--- config.mk ---
export PLATFORM = sky130hd
export DESIGN_NAME = dco_tune_ctrl
export DESIGN_NICKNAME = d
export VERILOG_FILES = /design/src/rtl/dco_tune_ctrl_pkg.sv /design/src/rtl/dco_tune_ctrl_mash.sv /design/src/rtl/dco_tune_ctrl.sv
export SDC_FILE = /design/constraint.sdc
export NUM_CORES = 1
export LEC_CHECK = 0
export CAP_MARGIN = 10
export CELL_PAD_IN_SITES_DETAIL_PLACEMENT = 0
export CELL_PAD_IN_SITES_GLOBAL_PLACEMENT = 1
export CORE_AREA = 2 2 91 158
export CTS_CLUSTER_SIZE = 40
export DETAILED_ROUTE_END_ITERATION = 6
export DIE_AREA = 0 0 93 160
export PLACE_DENSITY_LB_ADDON = 0.1
export SYNTH_ARGS = -nofsm -noshare
export SYNTH_HDL_FRONTEND = slang
export SYNTH_SLANG_ARGS = --single-unit
--- constraint.sdc ---
create_clock -name clk -period 7.1 [get_ports clk]
set_input_delay 1.065 -clock clk [delete_from_list [all_inputs] [get_ports clk]]
set_output_delay 1.065 -clock clk [all_outputs]
set_load 0.01 [all_outputs]
--- src/rtl/dco_tune_ctrl_pkg.sv ---
// Shared constants for the DCO fine-tune path: FSM encoding, Q-format split and MASH output width.
package dco_tune_ctrl_pkg;

  localparam int Q_FRAC_W = 8;
  localparam int MASH_W   = 3;

  typedef enum logic [1:0] {
    ST_IDLE   = 2'd0,
    ST_SETTLE = 2'd1,
    ST_TRACK  = 2'd2
  } state_t;

endpackage

--- src/rtl/dco_tune_ctrl_mash.sv ---
// MASH 1-1 dither core: two cascaded FRAC_W-bit accumulators, y = c1 + c2 - c2_d in -1..+2.
// y is combinational on the current frac so the caller can use it in the same cycle.
module mash11_core
  import dco_tune_ctrl_pkg::*;
#(
  parameter int FRAC_W = Q_FRAC_W
) (
  input  logic                     clk,
  input  logic                     rst,
  input  logic                     clr,
  input  logic                     en,
  input  logic [FRAC_W-1:0]        frac,
  output logic signed [MASH_W-1:0] y
);

  logic [FRAC_W-1:0] acc1;
  logic [FRAC_W-1:0] acc2;
  logic              c2_d;
  logic [FRAC_W:0]   s1;
  logic [FRAC_W:0]   s2;

  // Second stage integrates the already-updated first-stage residue.
  always_comb begin
    s1 = {1'b0, acc1} + {1'b0, frac};
    s2 = {1'b0, acc2} + {1'b0, s1[FRAC_W-1:0]};
    y  = MASH_W'(s1[FRAC_W]) + MASH_W'(s2[FRAC_W]) - MASH_W'(c2_d);
  end

  always_ff @(posedge clk) begin
    if (rst || clr) begin
      acc1 <= '0;
      acc2 <= '0;
      c2_d <= 1'b0;
    end else if (en) begin
      acc1 <= s1[FRAC_W-1:0];
      acc2 <= s2[FRAC_W-1:0];
      c2_d <= s2[FRAC_W];
    end
  end

endmodule

--- src/rtl/dco_tune_ctrl.sv ---
// Loop-filter output to DCO fine code: offset + integer part + MASH 1-1 dither, saturated.
// Settle FSM parks the DCO at the centre code after enable; one-cycle latency per accepted sample.
module dco_tune_ctrl
  import dco_tune_ctrl_pkg::*;
#(
  parameter int DATA_W = 16,
  parameter int FRAC_W = Q_FRAC_W,
  parameter int CODE_W = 7,
  parameter int CNT_W  = 10
) (
  input  logic              clk,
  input  logic              rst,
  input  logic              enable,
  input  logic [DATA_W-1:0] filt_in,
  input  logic              filt_vld,
  input  logic [CODE_W-1:0] fine_offset,
  input  logic [CNT_W-1:0]  settle_cycles,
  output logic [CODE_W-1:0] dco_code,
  output logic              dco_vld,
  output logic [1:0]        state,
  output logic              sat_flag
);

  localparam int IP_W  = DATA_W - FRAC_W;
  localparam int SUM_W = CODE_W + IP_W + 2;
  localparam logic [SUM_W-1:0] CODE_MAX = SUM_W'((1 << CODE_W) - 1);

  state_t                    st;
  logic [CNT_W-1:0]          cnt;
  logic                      settle_done;
  logic                      accept;
  logic                      mash_clr;
  logic signed [MASH_W-1:0]  y;
  logic [IP_W-1:0]           ip;
  logic [SUM_W-1:0]          sum;
  logic [CODE_W-1:0]         code_next;
  logic                      clip;

  assign state       = st;
  assign ip          = filt_in[DATA_W-1:FRAC_W];
  assign accept      = (st == ST_TRACK) && enable && filt_vld;
  assign mash_clr    = (st == ST_IDLE) || !enable;
  // A zero settle length still spends exactly one cycle in SETTLE.
  assign settle_done = (settle_cycles == '0) || (cnt == settle_cycles - CNT_W'(1));

  mash11_core #(
    .FRAC_W (FRAC_W)
  ) u_mash (
    .clk  (clk),
    .rst  (rst),
    .clr  (mash_clr),
    .en   (accept),
    .frac (filt_in[FRAC_W-1:0]),
    .y    (y)
  );

  // Wide enough that offset + ip + y never wraps; clipping is decided on the true value.
  always_comb begin
    sum = {{(SUM_W-CODE_W){1'b0}}, fine_offset}
        + {{(SUM_W-IP_W){ip[IP_W-1]}}, ip}
        + {{(SUM_W-MASH_W){y[MASH_W-1]}}, y};
    code_next = sum[CODE_W-1:0];
    clip      = 1'b0;
    if (sum[SUM_W-1]) begin
      code_next = '0;
      clip      = 1'b1;
    end else if (sum > CODE_MAX) begin
      code_next = '1;
      clip      = 1'b1;
    end
  end

  always_ff @(posedge clk) begin
    if (rst) begin
      st       <= ST_IDLE;
      cnt      <= '0;
      dco_code <= '0;
      dco_vld  <= 1'b0;
      sat_flag <= 1'b0;
    end else begin
      dco_vld <= 1'b0;
      if (!enable) begin
        st       <= ST_IDLE;
        cnt      <= '0;
        dco_code <= fine_offset;
        sat_flag <= 1'b0;
      end else begin
        case (st)
          ST_IDLE: begin
            st       <= ST_SETTLE;
            cnt      <= '0;
            dco_code <= fine_offset;
            sat_flag <= 1'b0;
          end
          ST_SETTLE: begin
            dco_code <= fine_offset;
            if (settle_done) st <= ST_TRACK;
            else             cnt <= cnt + CNT_W'(1);
          end
          ST_TRACK: begin
            if (filt_vld) begin
              dco_code <= code_next;
              dco_vld  <= 1'b1;
              if (clip) sat_flag <= 1'b1;
            end
          end
          default: st <= ST_IDLE;
        endcase
      end
    end
  end

endmodule

==> results.md <==
STA:
- The number of failing hold endpoints at the final stage was 0.
- Once routing completed, OpenROAD measured the worst setup slack at 0.477 ns.
- The final worst clock skew is 0.0127 ns.
- The maximum clock frequency is 151 MHz.
- The worst max-slew margin expressed relative to the limit is 30.4%.
- The minimum clock period is 6.62 ns.
- The final count of pins violating max slew is 0.
- The worst-margin pin slew is 1.04 ns.
- The worst path uses 93.3% of the clock period.
- Setup violations remaining at the end of the flow were counted as 0.

Setup path:
- The maximum cell stage delay along the critical path is 0.42 ns.
- Counting both buffers and inverters, the worst setup path holds a total of 5.
- The slowest stage of the critical path is the clkdlybuf4s50_1 cell.
- The setup path with the least slack is of type in2reg.
- The worst setup path is captured at a flop.
- The largest fanout on the critical path is 3.
- Among cell families on the critical path, the largest total delay comes from compound AO/OA/AOI/OAI gates.
- In this design, the critical path's most frequently occurring cell is ha_1.
- The critical path startpoint category is an input port.
- Data on the critical path is required at its endpoint by 7.27 ns.
- The data arrival time of the worst path is 6.79 ns.

Pwr:
- The static leakage power is 0.00177 uW.
- VDD sags by at most 0.0648 mV.
- The clock network is responsible for 43.3% of the overall power.
- The internal power of the cells totals 455 uW.
- Registers are responsible for 36.3% of the overall power.
- The switching power total is 150 uW.
- Dividing total power by cell area gives a power density of 146 nW/um2.
- The switching share of power is 24.8%.
- The share of total power in combinational logic is 20.4%.

Floorplanning:
- The I/O pin total is 48.
- The initial utilization of the core area, before any placement, comes to 23.3%.
- The die covers 14900 um2.
- In this run the standard cell core region covers 13700 um2.
- The die width is 93 um.
- The initialized floorplan defines 57 standard-cell rows.
- The floorplan step set the die height to 160 um.

Synthesis:
- The distinct cell type count after synthesis is 60.
- In the synthesized netlist the async set-or-reset flop fraction comes to 0%.
- Sequential cells were found to cover 23.8% of the synthesized design area.
- After Yosys synthesis, full adders, half adders and majority gates account for 18.0% of the synthesized area.
- The Yosys step of the flow raised 0 warnings.
- The mapped cell area is 3190 um2.
- Summing the areas of all and, or, nand and nor instances in the mapped netlist gives 22.4% of the synthesized area.
- The share of cell area taken by muxes after synthesis is 0.627%.
- Counting every net in the synthesized netlist gives 467.
- For this run, the leading register cell type out of synthesis is dfxtp_1.
- By area the synthesized netlist is led by dfxtp_1, ha_1, fa_1.
- Summed over its instances, the top area cell type makes up 23.8% of the synthesized netlist area.
- The gate count of the mapped netlist is 389.
- The synthesized-area fraction occupied by ao, oa, aoi and oai cells is 22.8%.
- The number of enable-type register cells in the synthesized netlist is 0.
- The largest total area in the synthesized netlist belongs to dfxtp_1.
- The synthesized area divided by synthesized cell count is 8.20 um2.
- By area, the combinational part of the netlist is dominated by compound AO/OA/AOI/OAI gates.
- The xor and xnor area share after synthesis is 7.57%.
- The register bit count reported by yosys is 38.

Placed design:
- The count of input and output buffers is 47.
- The final weighted congestion in routability-driven placement is 0.739.
- The pre-CTS setup slack is -0.00240 ns.
- The HPWL after detailed placement is 7610 um.

Clock network:
- TritonCTS built the clock tree.
- Clock tree synthesis inserted a total of 5 buffers.
- At the later pin of the worst-skew pair, clock insertion delay measures 0.29 ns.
- The clock tree synthesis step divided the H-tree into 2 levels.
- The clock transition at the registers of the reported paths is 0.06 ns.
- The number of sinks on the clock net is 38.
- In this run the clock root is driven by a clkbuf_16.
- Post-CTS timing repair inserted 0 buffers for setup.
- The clock passes through at most 2 buffers.

Finish:
- The post-layout utilization of the core is 30.1%.
- The layout-stage area growth over the synthesis result is 29.4%.
- The leading cell type in the layout, fill and taps excluded is clkdlybuf4s50_1.
- Of the cells placed in the final design, the portion with a size suffix greater than 1 is 10.1%.
- The final-stage net count is 524.
- The library cells used most frequently in the layout, excluding fill and tap cells, are clkdlybuf4s50_1, nand2_1, dfxtp_1.
- The repair_antennas step left the layout with diodes totalling 0.
- The layout has 1509 filler cells.

Hold path:
- The tightest min-delay check is of the reg2reg type.

Drt:
- The average via count per standard cell is 4.70.
- The post-route DRC violation count is 0.
- The first detailed-routing pass ran for 4 iterations.
- Summed over all layers, the routed wires come to 9280 um.
- The number of routed nets with antenna violations is 0.
- The detailed router finished its first iteration with 64 violations.
- The routed layout has 2930 vias.
- The per-cell routed wire length is 14.9 um.

Global route:
- The leftover overflow at the end of global routing is 0.
- Global routing consumed, over all layers together, 12.8% of the routing resources.
- The number of antenna violations at the first check in global routing is 0.
- The number of global-route vias before repair came to 3112.
- The first-pass GRT wire length is 15000 um.
- Entering global routing, the biggest net connects 19 pins.

Job:
- Max-cap violations in this run came to 0.

Status:
- The run finished with clean final reports.
[kinds of logic (layout without fill, tap and decap cells)]
group	count (synthesis)	in the layout
fa+ha+maj	41	41
xor+xnor	26	26
mux	2	2
buf+inv	38	95
flops	38	38
simple gates	145	145
compound gates	99	99
[layout make-up]
type,instances,area [um2],share of cell area (%)
inverter,27,101,2.46
multi-input combinational,313,2300,55.7
clock inverter,1,30.0,0.727
clock buffer,6,139,3.36
tap,177,221,5.37
timing repair buffer,61,576,13.9
sequential,38,761,18.4
[state kept, by name, indices dropped and copies added, names as in the netlist]
name	cells
u_mash.acc2	8
state	2
cnt	10
dco_vld	1
u_mash.c2_d	1
u_mash.acc1	8
dco_code	7
sat_flag	1
[worst reg2reg max path, cell delays in order (launching register included)]
cell and delay, ns:
dfxtp_1 0.38, ha_1 0.25, a21o_1 0.18, a21oi_1 0.22, o21bai_1 0.11, a21oi_1 0.24, xnor2_2 0.17, ha_1 0.28
a21oi_1 0.13, o21ai_0 0.15, a21o_1 0.20, a21o_1 0.18, ha_1 0.19, inv_1 0.07, ha_1 0.23, fa_1 0.42
inv_1 0.06, ha_1 0.17, inv_1 0.06, fa_1 0.38, nor2b_1 0.22, o2111a_1 0.26, or2_2 0.14, nand3b_1 0.09
a2111oi_2 0.30, buf_4 0.17, nor2_1 0.07, o31a_1 0.28
[synth_stat cells (2+ instances only)]
| cell | n |
|---|---|
| clkbuf_1 | 9 |
| xnor2_1 | 16 |
| o31ai_2 | 5 |
| o21ai_0 | 6 |
| a21o_1 | 11 |
| ha_1 | 33 |
| nor2_1 | 32 |
| or2_2 | 7 |
| o21a_1 | 9 |
| o22ai_1 | 3 |
| nor2b_1 | 4 |
| nor3_1 | 15 |
| a21boi_0 | 2 |
| a2111oi_0 | 3 |
| o311ai_0 | 5 |
| a211o_1 | 2 |
| nand3_1 | 16 |
| a22o_1 | 2 |
| a31oi_1 | 4 |
| and3_1 | 4 |
| nand2b_1 | 6 |
| or3_1 | 7 |
| nand2_1 | 41 |
| mux2i_1 | 2 |
| o211ai_1 | 2 |
| a21oi_1 | 23 |
| fa_1 | 8 |
| nor4_1 | 2 |
| xor2_1 | 9 |
| o21bai_1 | 4 |
| dfxtp_1 | 38 |
| a211oi_1 | 5 |
| inv_1 | 27 |
[final timing paths]
path,from,end,slack (ns),cells after the start
setup / recovery,filt_in[1],dco_code[5],0.48,28
hold / removal,u_mash.acc1[5],u_mash.acc1[5],0.45,2
setup reg to reg,u_mash.acc1[1],dco_code[5],1.35,27
hold reg to reg,u_mash.acc1[5],u_mash.acc1[5],0.45,2
[stage by stage]
step | total power [uW] | cells | area (um2) | TNS, ns | hold WS [ns]
finish | 605 | 623 | 4130 | 0 | 0.455
global route | 639 | 623 | 4130 | -0.0616 | 0.484
CTS | 616 | 623 | 4100 | 0 | 0.461
detailed placement | 347 | 616 | 3940 | -0.00281 | 0.451
global placement | 347 | 616 | 3940 | 0 | 0.444
floorplan | 291 | 389 | 3190 | 0 | 0.433
[routing by layer]
metal | routed length, um | global-route usage (%) | part of all wire (%) | up-vias
met1 | 3490 | 12.5 | 38 | 1357
met3 | 303 | 2.26 | 3.3 | 16
met4 | 225 | 5.28 | 2.4 | 0
met2 | 5260 | 25.4 | 57 | 49
li1 | - | - | - | 1508
met5 | 0 | 0 | 0 | -
[power by group through the flow]
stage,Clock (uW),Sequential [uW],Combinational [uW]
CTS,273,220,123
floorplan,0,225,65.6
detailed placement,0,224,123
global placement,0,224,123
finish,262,220,123
global route,281,220,138
[what timing repair did]
action / in CTS / in global routing
resized for setup: 0 / 5
hold buffers: 0 / 0
setup endpoints to repair: 0 / 8
No activity file was read; power rests on OpenSTA's default activity.
